File: src/rtl/pes_duty_btn_ctrl_if.sv
// Bundle of button inputs and duty-control outputs for the PWM front-end conditioner.
// The master side drives the buttons; the slave side is the conditioner.
interface pes_duty_btn_ctrl_if;
    logic btn_inc;
    logic btn_dec;
    logic repeat_en;
    logic increase_duty;
    logic decrease_duty;
    logic inc_level;
    logic dec_level;
    logic lockout;

    modport master (
        output btn_inc, btn_dec, repeat_en,
        input  increase_duty, decrease_duty, inc_level, dec_level, lockout
    );

    modport slave (
        input  btn_inc, btn_dec, repeat_en,
        output increase_duty, decrease_duty, inc_level, dec_level, lockout
    );
endinterface

File: src/rtl/pes_duty_btn_ctrl.sv
// Synchronises and debounces two duty buttons, then turns presses into one-cycle
// increase/decrease pulses with optional auto-repeat and a both-pressed lockout.
module pes_duty_btn_ctrl #(
    parameter int DEBOUNCE_CYCLES = 4,
    parameter int REPEAT_DELAY    = 20,
    parameter int REPEAT_RATE     = 8,
    parameter int CNT_W           = 16
) (
    input  logic                clk,
    input  logic                rst,
    pes_duty_btn_ctrl_if.slave  bus
);
    typedef enum logic [1:0] {IDLE, HOLD_INC, HOLD_DEC, LOCKOUT} state_t;

    localparam logic [CNT_W-1:0] DB_LAST  = CNT_W'(DEBOUNCE_CYCLES - 1);
    localparam logic [CNT_W-1:0] RPT_DLY  = CNT_W'(REPEAT_DELAY);
    localparam logic [CNT_W-1:0] RPT_RATE = CNT_W'(REPEAT_RATE);

    // Channel 0 is the increase button, channel 1 the decrease button.
    logic [1:0] w_raw;
    logic [1:0] w_level;
    logic [1:0] w_level_next;

    assign w_raw = {bus.btn_dec, bus.btn_inc};

    genvar gi;
    generate
        for (gi = 0; gi < 2; gi++) begin : g_ch
            logic             r_sync1;
            logic             r_sync2;
            logic             r_level;
            logic [CNT_W-1:0] r_db_cnt;
            logic             w_lvl_nx;
            logic [CNT_W-1:0] w_cnt_nx;

            always_comb begin
                w_lvl_nx = r_level;
                w_cnt_nx = '0;
                if (r_sync2 != r_level) begin
                    if (r_db_cnt == DB_LAST) begin
                        w_lvl_nx = r_sync2;
                    end else begin
                        w_cnt_nx = r_db_cnt + 1'b1;
                    end
                end
            end

            always_ff @(posedge clk or posedge rst) begin
                if (rst) begin
                    r_sync1  <= 1'b0;
                    r_sync2  <= 1'b0;
                    r_level  <= 1'b0;
                    r_db_cnt <= '0;
                end else begin
                    r_sync1  <= w_raw[gi];
                    r_sync2  <= r_sync1;
                    r_level  <= w_lvl_nx;
                    r_db_cnt <= w_cnt_nx;
                end
            end

            assign w_level[gi]      = r_level;
            assign w_level_next[gi] = w_lvl_nx;
        end
    endgenerate

    // The FSM looks at the level being registered this edge so the press pulse
    // lands on the same edge the debounced level flips.
    logic w_inc_rise;
    logic w_dec_rise;
    assign w_inc_rise = w_level_next[0] & ~w_level[0];
    assign w_dec_rise = w_level_next[1] & ~w_level[1];

    state_t           r_state;
    state_t           w_state_next;
    logic [CNT_W-1:0] r_timer;
    logic [CNT_W-1:0] w_timer_next;
    logic [CNT_W-1:0] w_timer_inc;
    logic [CNT_W-1:0] w_thresh;
    logic             r_first;
    logic             w_first_next;
    logic             w_inc_pulse;
    logic             w_dec_pulse;
    logic             r_inc_duty;
    logic             r_dec_duty;
    logic             r_lockout;

    assign w_timer_inc = r_timer + 1'b1;
    assign w_thresh    = r_first ? RPT_DLY : RPT_RATE;

    always_comb begin
        w_state_next = r_state;
        w_timer_next = r_timer;
        w_first_next = r_first;
        w_inc_pulse  = 1'b0;
        w_dec_pulse  = 1'b0;
        case (r_state)
            IDLE: begin
                if ((w_inc_rise && w_level_next[1]) || (w_dec_rise && w_level_next[0])) begin
                    w_state_next = LOCKOUT;
                end else if (w_inc_rise) begin
                    w_state_next = HOLD_INC;
                    w_inc_pulse  = 1'b1;
                    w_timer_next = '0;
                    w_first_next = 1'b1;
                end else if (w_dec_rise) begin
                    w_state_next = HOLD_DEC;
                    w_dec_pulse  = 1'b1;
                    w_timer_next = '0;
                    w_first_next = 1'b1;
                end
            end
            HOLD_INC: begin
                if (!w_level_next[0]) begin
                    w_state_next = IDLE;
                end else if (w_dec_rise) begin
                    w_state_next = LOCKOUT;
                end else if (!bus.repeat_en) begin
                    w_timer_next = '0;
                end else if (w_timer_inc == w_thresh) begin
                    w_inc_pulse  = 1'b1;
                    w_timer_next = '0;
                    w_first_next = 1'b0;
                end else begin
                    w_timer_next = w_timer_inc;
                end
            end
            HOLD_DEC: begin
                if (!w_level_next[1]) begin
                    w_state_next = IDLE;
                end else if (w_inc_rise) begin
                    w_state_next = LOCKOUT;
                end else if (!bus.repeat_en) begin
                    w_timer_next = '0;
                end else if (w_timer_inc == w_thresh) begin
                    w_dec_pulse  = 1'b1;
                    w_timer_next = '0;
                    w_first_next = 1'b0;
                end else begin
                    w_timer_next = w_timer_inc;
                end
            end
            LOCKOUT: begin
                if (w_level_next == 2'b00) begin
                    w_state_next = IDLE;
                end
            end
            default: w_state_next = IDLE;
        endcase
    end

    always_ff @(posedge clk or posedge rst) begin
        if (rst) begin
            r_state    <= IDLE;
            r_timer    <= '0;
            r_first    <= 1'b1;
            r_inc_duty <= 1'b0;
            r_dec_duty <= 1'b0;
            r_lockout  <= 1'b0;
        end else begin
            r_state    <= w_state_next;
            r_timer    <= w_timer_next;
            r_first    <= w_first_next;
            r_inc_duty <= w_inc_pulse;
            r_dec_duty <= w_dec_pulse;
            r_lockout  <= (w_state_next == LOCKOUT);
        end
    end

    assign bus.increase_duty = r_inc_duty;
    assign bus.decrease_duty = r_dec_duty;
    assign bus.inc_level     = w_level[0];
    assign bus.dec_level     = w_level[1];
    assign bus.lockout       = r_lockout;
endmodule

File: src/flat_wrapper.sv
// flat-port wrapper written by rule: the top's interface ports become plain ports
module pes_duty_btn_ctrl_flat 
#(
    parameter int DEBOUNCE_CYCLES = 4,
    parameter int REPEAT_DELAY    = 20,
    parameter int REPEAT_RATE     = 8,
    parameter int CNT_W           = 16
)
  (clk, rst, bus_btn_inc, bus_btn_dec, bus_repeat_en, bus_increase_duty, bus_decrease_duty, bus_inc_level, bus_dec_level, bus_lockout);
  pes_duty_btn_ctrl_if bus_i ();
  input  logic clk;
  input  logic rst;
  input wire logic [$bits(bus_i.btn_inc)-1:0] bus_btn_inc;
  input wire logic [$bits(bus_i.btn_dec)-1:0] bus_btn_dec;
  input wire logic [$bits(bus_i.repeat_en)-1:0] bus_repeat_en;
  output wire logic [$bits(bus_i.increase_duty)-1:0] bus_increase_duty;
  output wire logic [$bits(bus_i.decrease_duty)-1:0] bus_decrease_duty;
  output wire logic [$bits(bus_i.inc_level)-1:0] bus_inc_level;
  output wire logic [$bits(bus_i.dec_level)-1:0] bus_dec_level;
  output wire logic [$bits(bus_i.lockout)-1:0] bus_lockout;
  assign bus_i.btn_inc = bus_btn_inc;
  assign bus_i.btn_dec = bus_btn_dec;
  assign bus_i.repeat_en = bus_repeat_en;
  assign bus_increase_duty = bus_i.increase_duty;
  assign bus_decrease_duty = bus_i.decrease_duty;
  assign bus_inc_level = bus_i.inc_level;
  assign bus_dec_level = bus_i.dec_level;
  assign bus_lockout = bus_i.lockout;
  pes_duty_btn_ctrl #(.DEBOUNCE_CYCLES(DEBOUNCE_CYCLES), .REPEAT_DELAY(REPEAT_DELAY), .REPEAT_RATE(REPEAT_RATE), .CNT_W(CNT_W)) u_core (.clk(clk), .rst(rst), .bus(bus_i));
endmodule
File: config.mk
export PLATFORM = sky130hd
export DESIGN_NAME = pes_duty_btn_ctrl_flat
export DESIGN_NICKNAME = d
export VERILOG_FILES = /design/src/rtl/pes_duty_btn_ctrl_if.sv /design/src/rtl/pes_duty_btn_ctrl.sv /design/src/flat_wrapper.sv
export SDC_FILE = /design/constraint.sdc
export NUM_CORES = 1
export LEC_CHECK = 0
export CORE_AREA = 8 8 84 86
export CTS_CLUSTER_DIAMETER = 30
export DETAILED_ROUTE_END_ITERATION = 8
export DIE_AREA = 0 0 92 94
export GPL_TIMING_DRIVEN = 0
export HOLD_SLACK_MARGIN = 0.1
export PLACE_DENSITY_LB_ADDON = 0.12
export SYNTH_ARGS = -nofsm -noshare
export SYNTH_HDL_FRONTEND = slang
export SYNTH_SLANG_ARGS = --single-unit
export TNS_END_PERCENT = 100
File: constraint.sdc
create_clock -name clk -period 6.82 [get_ports clk]
set_clock_uncertainty 0.15 [all_clocks]
set_input_delay 1.364 -clock clk [delete_from_list [all_inputs] [get_ports clk]]
set_output_delay 1.364 -clock clk [all_outputs]
set_load 0.02 [all_outputs]
==> impl_results.md <==
* Worst setup slack after layout at between 3000 and 4000 ps
* Static leakage at roughly 1.7 nW
* Buffer depth of the longest clock path at 2
* R2R Path Start: u_core.r_timer[1]
* Tightest Pin Transition at 591 ps
* Max Clock Freq at ~0.34 GHz
* Initial drt markers at 113
* Synthesized cell area at roughly 3400 µm²
* CP arrival at 3010 ps
* Clock network latency to the later pin of the worst-skew pair at about 340 ps
* P per Cell Area at about 320 nW/µm²
* Endpoint with the worst hold slack: u_core.g_ch[1].r_sync2
* Fraction of final layout cells sized beyond drive strength 1 at 0.120
* Synth Register Bits at 60
* Setup repair bufs after CTS at 0
* Startpoint class of the critical path: register
* Diode insertion count for antenna repair at 0
* Number of buffers inserted by hold repair at cts at 0
* Area of combinational cells with multiple inputs at between 1500 and 2000 µm²
* Overall fraction of global-route tracks in use at 0.170
* Initial Util at 0.586
* Number of nets still failing antenna checks after routing at 0
* Final count of negative-setup-slack endpoints at 0
* Worst Min Path Start: u_core.g_ch[1].r_sync1
* Pin count of the biggest net entering global routing at 43
* Layout filler cell count at around 480
* Synth cell types at 63
* Tcrit/Tclk final at 0.432
* Area taken by flip-flops and latches at between 1500 and 2000 µm²
* Global-route congestion overflow total at 0
* Crit path buf inv count at 1
* Ys async rst share at 1.00
* Width of the die at roughly 92 µm
* Class of the tightest hold or removal check: register to register
* Total negative setup slack at 0 ps
* Htree depth at 3
* Number of cells upsized or downsized after cts at 0
* Boundary pin count at 10
* Worst path required time at about 7000 ps
* Initial antenna violation count at 0
* Final Hold Fails at 0
* Synthesized Nets at about 360
* Run status: completed
* Critical path start-end classification: register to register
* Clock transition time at the flip-flop clock pins of the worst setup and hold paths at ~60 ps
* Routed wire per std cell at around 15 µm
* Leading post-synthesis cells by cell area: sky130_fd_sc_hd__dfrtp_1, sky130_fd_sc_hd__nor2_1, sky130_fd_sc_hd__xor2_1
* Highest fanout seen on the critical path at 10
* Slowest CP cell: sky130_fd_sc_hd__dfrtp_1
* DRC violation count after routing at 0
* Min cycle time layout at 2940 ps
* Worst Setup Slack post-DPL at approximately 3700 ps
* Yosys warning total at 0
* RSZ-0062 raised after global routing: no
* PortBufs at 9
* Slew HR at 0.602
* First-pass GRT wire length at 11,800 µm
* Count of vias placed by the detailed router at about 2,600
* Commonest cells in the synthesized netlist: sky130_fd_sc_hd__dfrtp_1, sky130_fd_sc_hd__nor2_1, sky130_fd_sc_hd__nand2_1, sky130_fd_sc_hd__nand3_1, sky130_fd_sc_hd__xor2_1
* CTS tree: yes
* Number of clock buffers inserted by TritonCTS at 9
* Synthesis-to-finish area growth at 13.5%
* Number of global-route vias before repair at 2,533
* Count of flip-flops with a built-in enable after synthesis at 0
* Crit-path max cell delay at around 460 ps
* CP endpoint kind: register
* Number of nets in the layout at around 380
* Synth Flop Type: sky130_fd_sc_hd__dfrtp_1
* Setup slack of the most critical reg-to-reg path at 3880 ps
* Pins Over Slew Limit at 0
* Ratio of routed vias to standard cells at approximately 5.7
* Dominant cell by count in the synthesized netlist: sky130_fd_sc_hd__dfrtp_1
* Aggregate routed wire length at around 6600 µm
* CP delay by family, top: compound AO/OA/AOI/OAI gates
* Buffer cell driving the clock tree root: sky130_fd_sc_hd__clkbuf_8
* Std-Cell Core Area at 5750 µm²
* First-pass iteration count of the detailed router at 4
* Area of the die at 8650 µm²
* Part of the Yosys area used for sequential elements at 0.446
* Number of max-cap violations at 0
* Synth area leader: sky130_fd_sc_hd__dfrtp_1
* Rows at 28
* FF-to-FF path depth at 9
* Share of Yosys cell area claimed by the top area cell type at 0.438
* Floorplan die height at roughly 94 µm
* Maximum VDD drop at 0.000210 V
* CTS sink cnt at 60
* Last weighted congestion value of the routability-driven placer at between 0.8 and 0.9
* Mean instance size in the synthesized netlist at 9.65 µm²
* Cells traversed along the worst timing path: ha_1, nand4_1, nor2_1, o211ai_1, a22oi_1, a21o_1, buf_6, nor2_4, a221o_1
* Detailed placer's ending HPWL at 4710 µm
* Post-Synthesis Cells at roughly 350
* Hold path cells at 0
* Capture instance of the worst register-to-register path: u_core.r_timer[7]
[cell usage in the layout, fill, tap and decap left out, types with 4 or more instances in the layout]
master                            Yosys  layout
sky130_fd_sc_hd__o21ai_0              6       6
sky130_fd_sc_hd__xor2_1              19      19
sky130_fd_sc_hd__xnor2_1             14      14
sky130_fd_sc_hd__a22o_1               5       5
sky130_fd_sc_hd__nor2_1              54      54
sky130_fd_sc_hd__clkbuf_8             0      11
sky130_fd_sc_hd__and2_1               4       4
sky130_fd_sc_hd__nor4_1               4       4
sky130_fd_sc_hd__and3_1              15      15
sky130_fd_sc_hd__nand2_1             22      22
sky130_fd_sc_hd__nand4_1              9       9
sky130_fd_sc_hd__nor3_1               8       8
sky130_fd_sc_hd__nand3_1             22      22
sky130_fd_sc_hd__inv_1               15      14
sky130_fd_sc_hd__buf_2                4       4
sky130_fd_sc_hd__clkdlybuf4s50_1      0       9
sky130_fd_sc_hd__ha_1                 7       7
sky130_fd_sc_hd__o21ai_1             13      13
sky130_fd_sc_hd__dfrtp_1             59      59
sky130_fd_sc_hd__a31oi_1              4       4
[worst max-delay path by stage]
| stage | slack (ps) | start | cells past startpoint | endpoint |
|---|---|---|---|---|
| finish | 3880 | u_core.r_timer[1] | 9 | u_core.r_timer[7] |
| detailed placement | 3700 | bus_repeat_en | 6 | u_core.r_timer[5] |
| global placement | 2770 | rst | 2 | u_core.r_timer[10] |
| CTS | 3890 | u_core.bus.inc_level | 1 | bus_inc_level |
| floorplan | 3820 | rst | 1 | u_core.bus.dec_level |
| global route | 3590 | u_core.r_timer[1] | 9 | u_core.r_timer[7] |
[cells by family (layout without fill, tap and decap cells)]
group	Yosys count	after routing	share of synthesized area
AOI/OAI and AO/OA	62	62	0.137
xor gates and xnor gates	33	33	0.0858
adders and majority gates	7	7	0.0260
buffers and inverters	23	49	0.0305
DFF	60	60	0.446
muxes	3	3	0.00966
and+or+nand+nor	161	161	0.265
[report_power, final]
group / leakage [nW] / switching, mW / internal [mW]
combinational: 0.746 / 0.233 / 0.139
sequential: 0.815 / 0.0417 / 0.392
clock: 0.127 / 0.137 / 0.262
[through the flow]
stage,power (mW),utilization,cells,cell area (µm²),hold WS [ps]
2_1_floorplan,0.709,-,349,3370,181
3_3_place_gp,0.801,0.618,433,3550,203
3_5_place_dp,0.809,0.622,434,3570,192
4_1_cts,1.21,0.665,450,3820,217
5_1_grt,1.28,0.665,450,3820,225
6_report,1.21,0.665,450,3820,209
[worst register-to-register path: stages, from the launching register on]
cell                       delay [ps]
sky130_fd_sc_hd__dfrtp_1          460
sky130_fd_sc_hd__ha_1             360
sky130_fd_sc_hd__nand4_1          310
sky130_fd_sc_hd__nor2_1           390
sky130_fd_sc_hd__o211ai_1         140
sky130_fd_sc_hd__a22oi_1          300
sky130_fd_sc_hd__a21o_1           170
sky130_fd_sc_hd__buf_6            140
sky130_fd_sc_hd__nor2_4            80
sky130_fd_sc_hd__a221o_1          320
[cell type report]
type | instances | share of cell area
multi-input combinational | 266 | 0.461
sequential | 60 | 0.393
clock buffer | 12 | 0.0406
timing repair buffer | 10 | 0.0288
clock inverter | 4 | 0.0249
tap | 75 | 0.0246
inverter | 15 | 0.0147
buffer | 8 | 0.0121
[sequential cells by signal, summed over array words and instances (netlist names)]
name,cells
u_core.r_state,2
u_core.r_timer,16
u_core.g_ch.r_sync1,2
u_core.r_first,1
u_core.bus.increase_duty,1
u_core.bus.dec_level,1
u_core.g_ch.r_sync2,2
u_core.bus.lockout,1
u_core.bus.decrease_duty,1
u_core.g_ch.r_db_cnt,32
u_core.bus.inc_level,1
[routing by layer]
metal	GRT usage	up-vias	part of all wire
met2	0.274	22	0.49
met5	0	-	0
met1	0.212	1235	0.47
met4	0.0711	0	0.016
met3	0.0440	12	0.026
li1	-	1299	-
(Power assumes the default switching activity.)
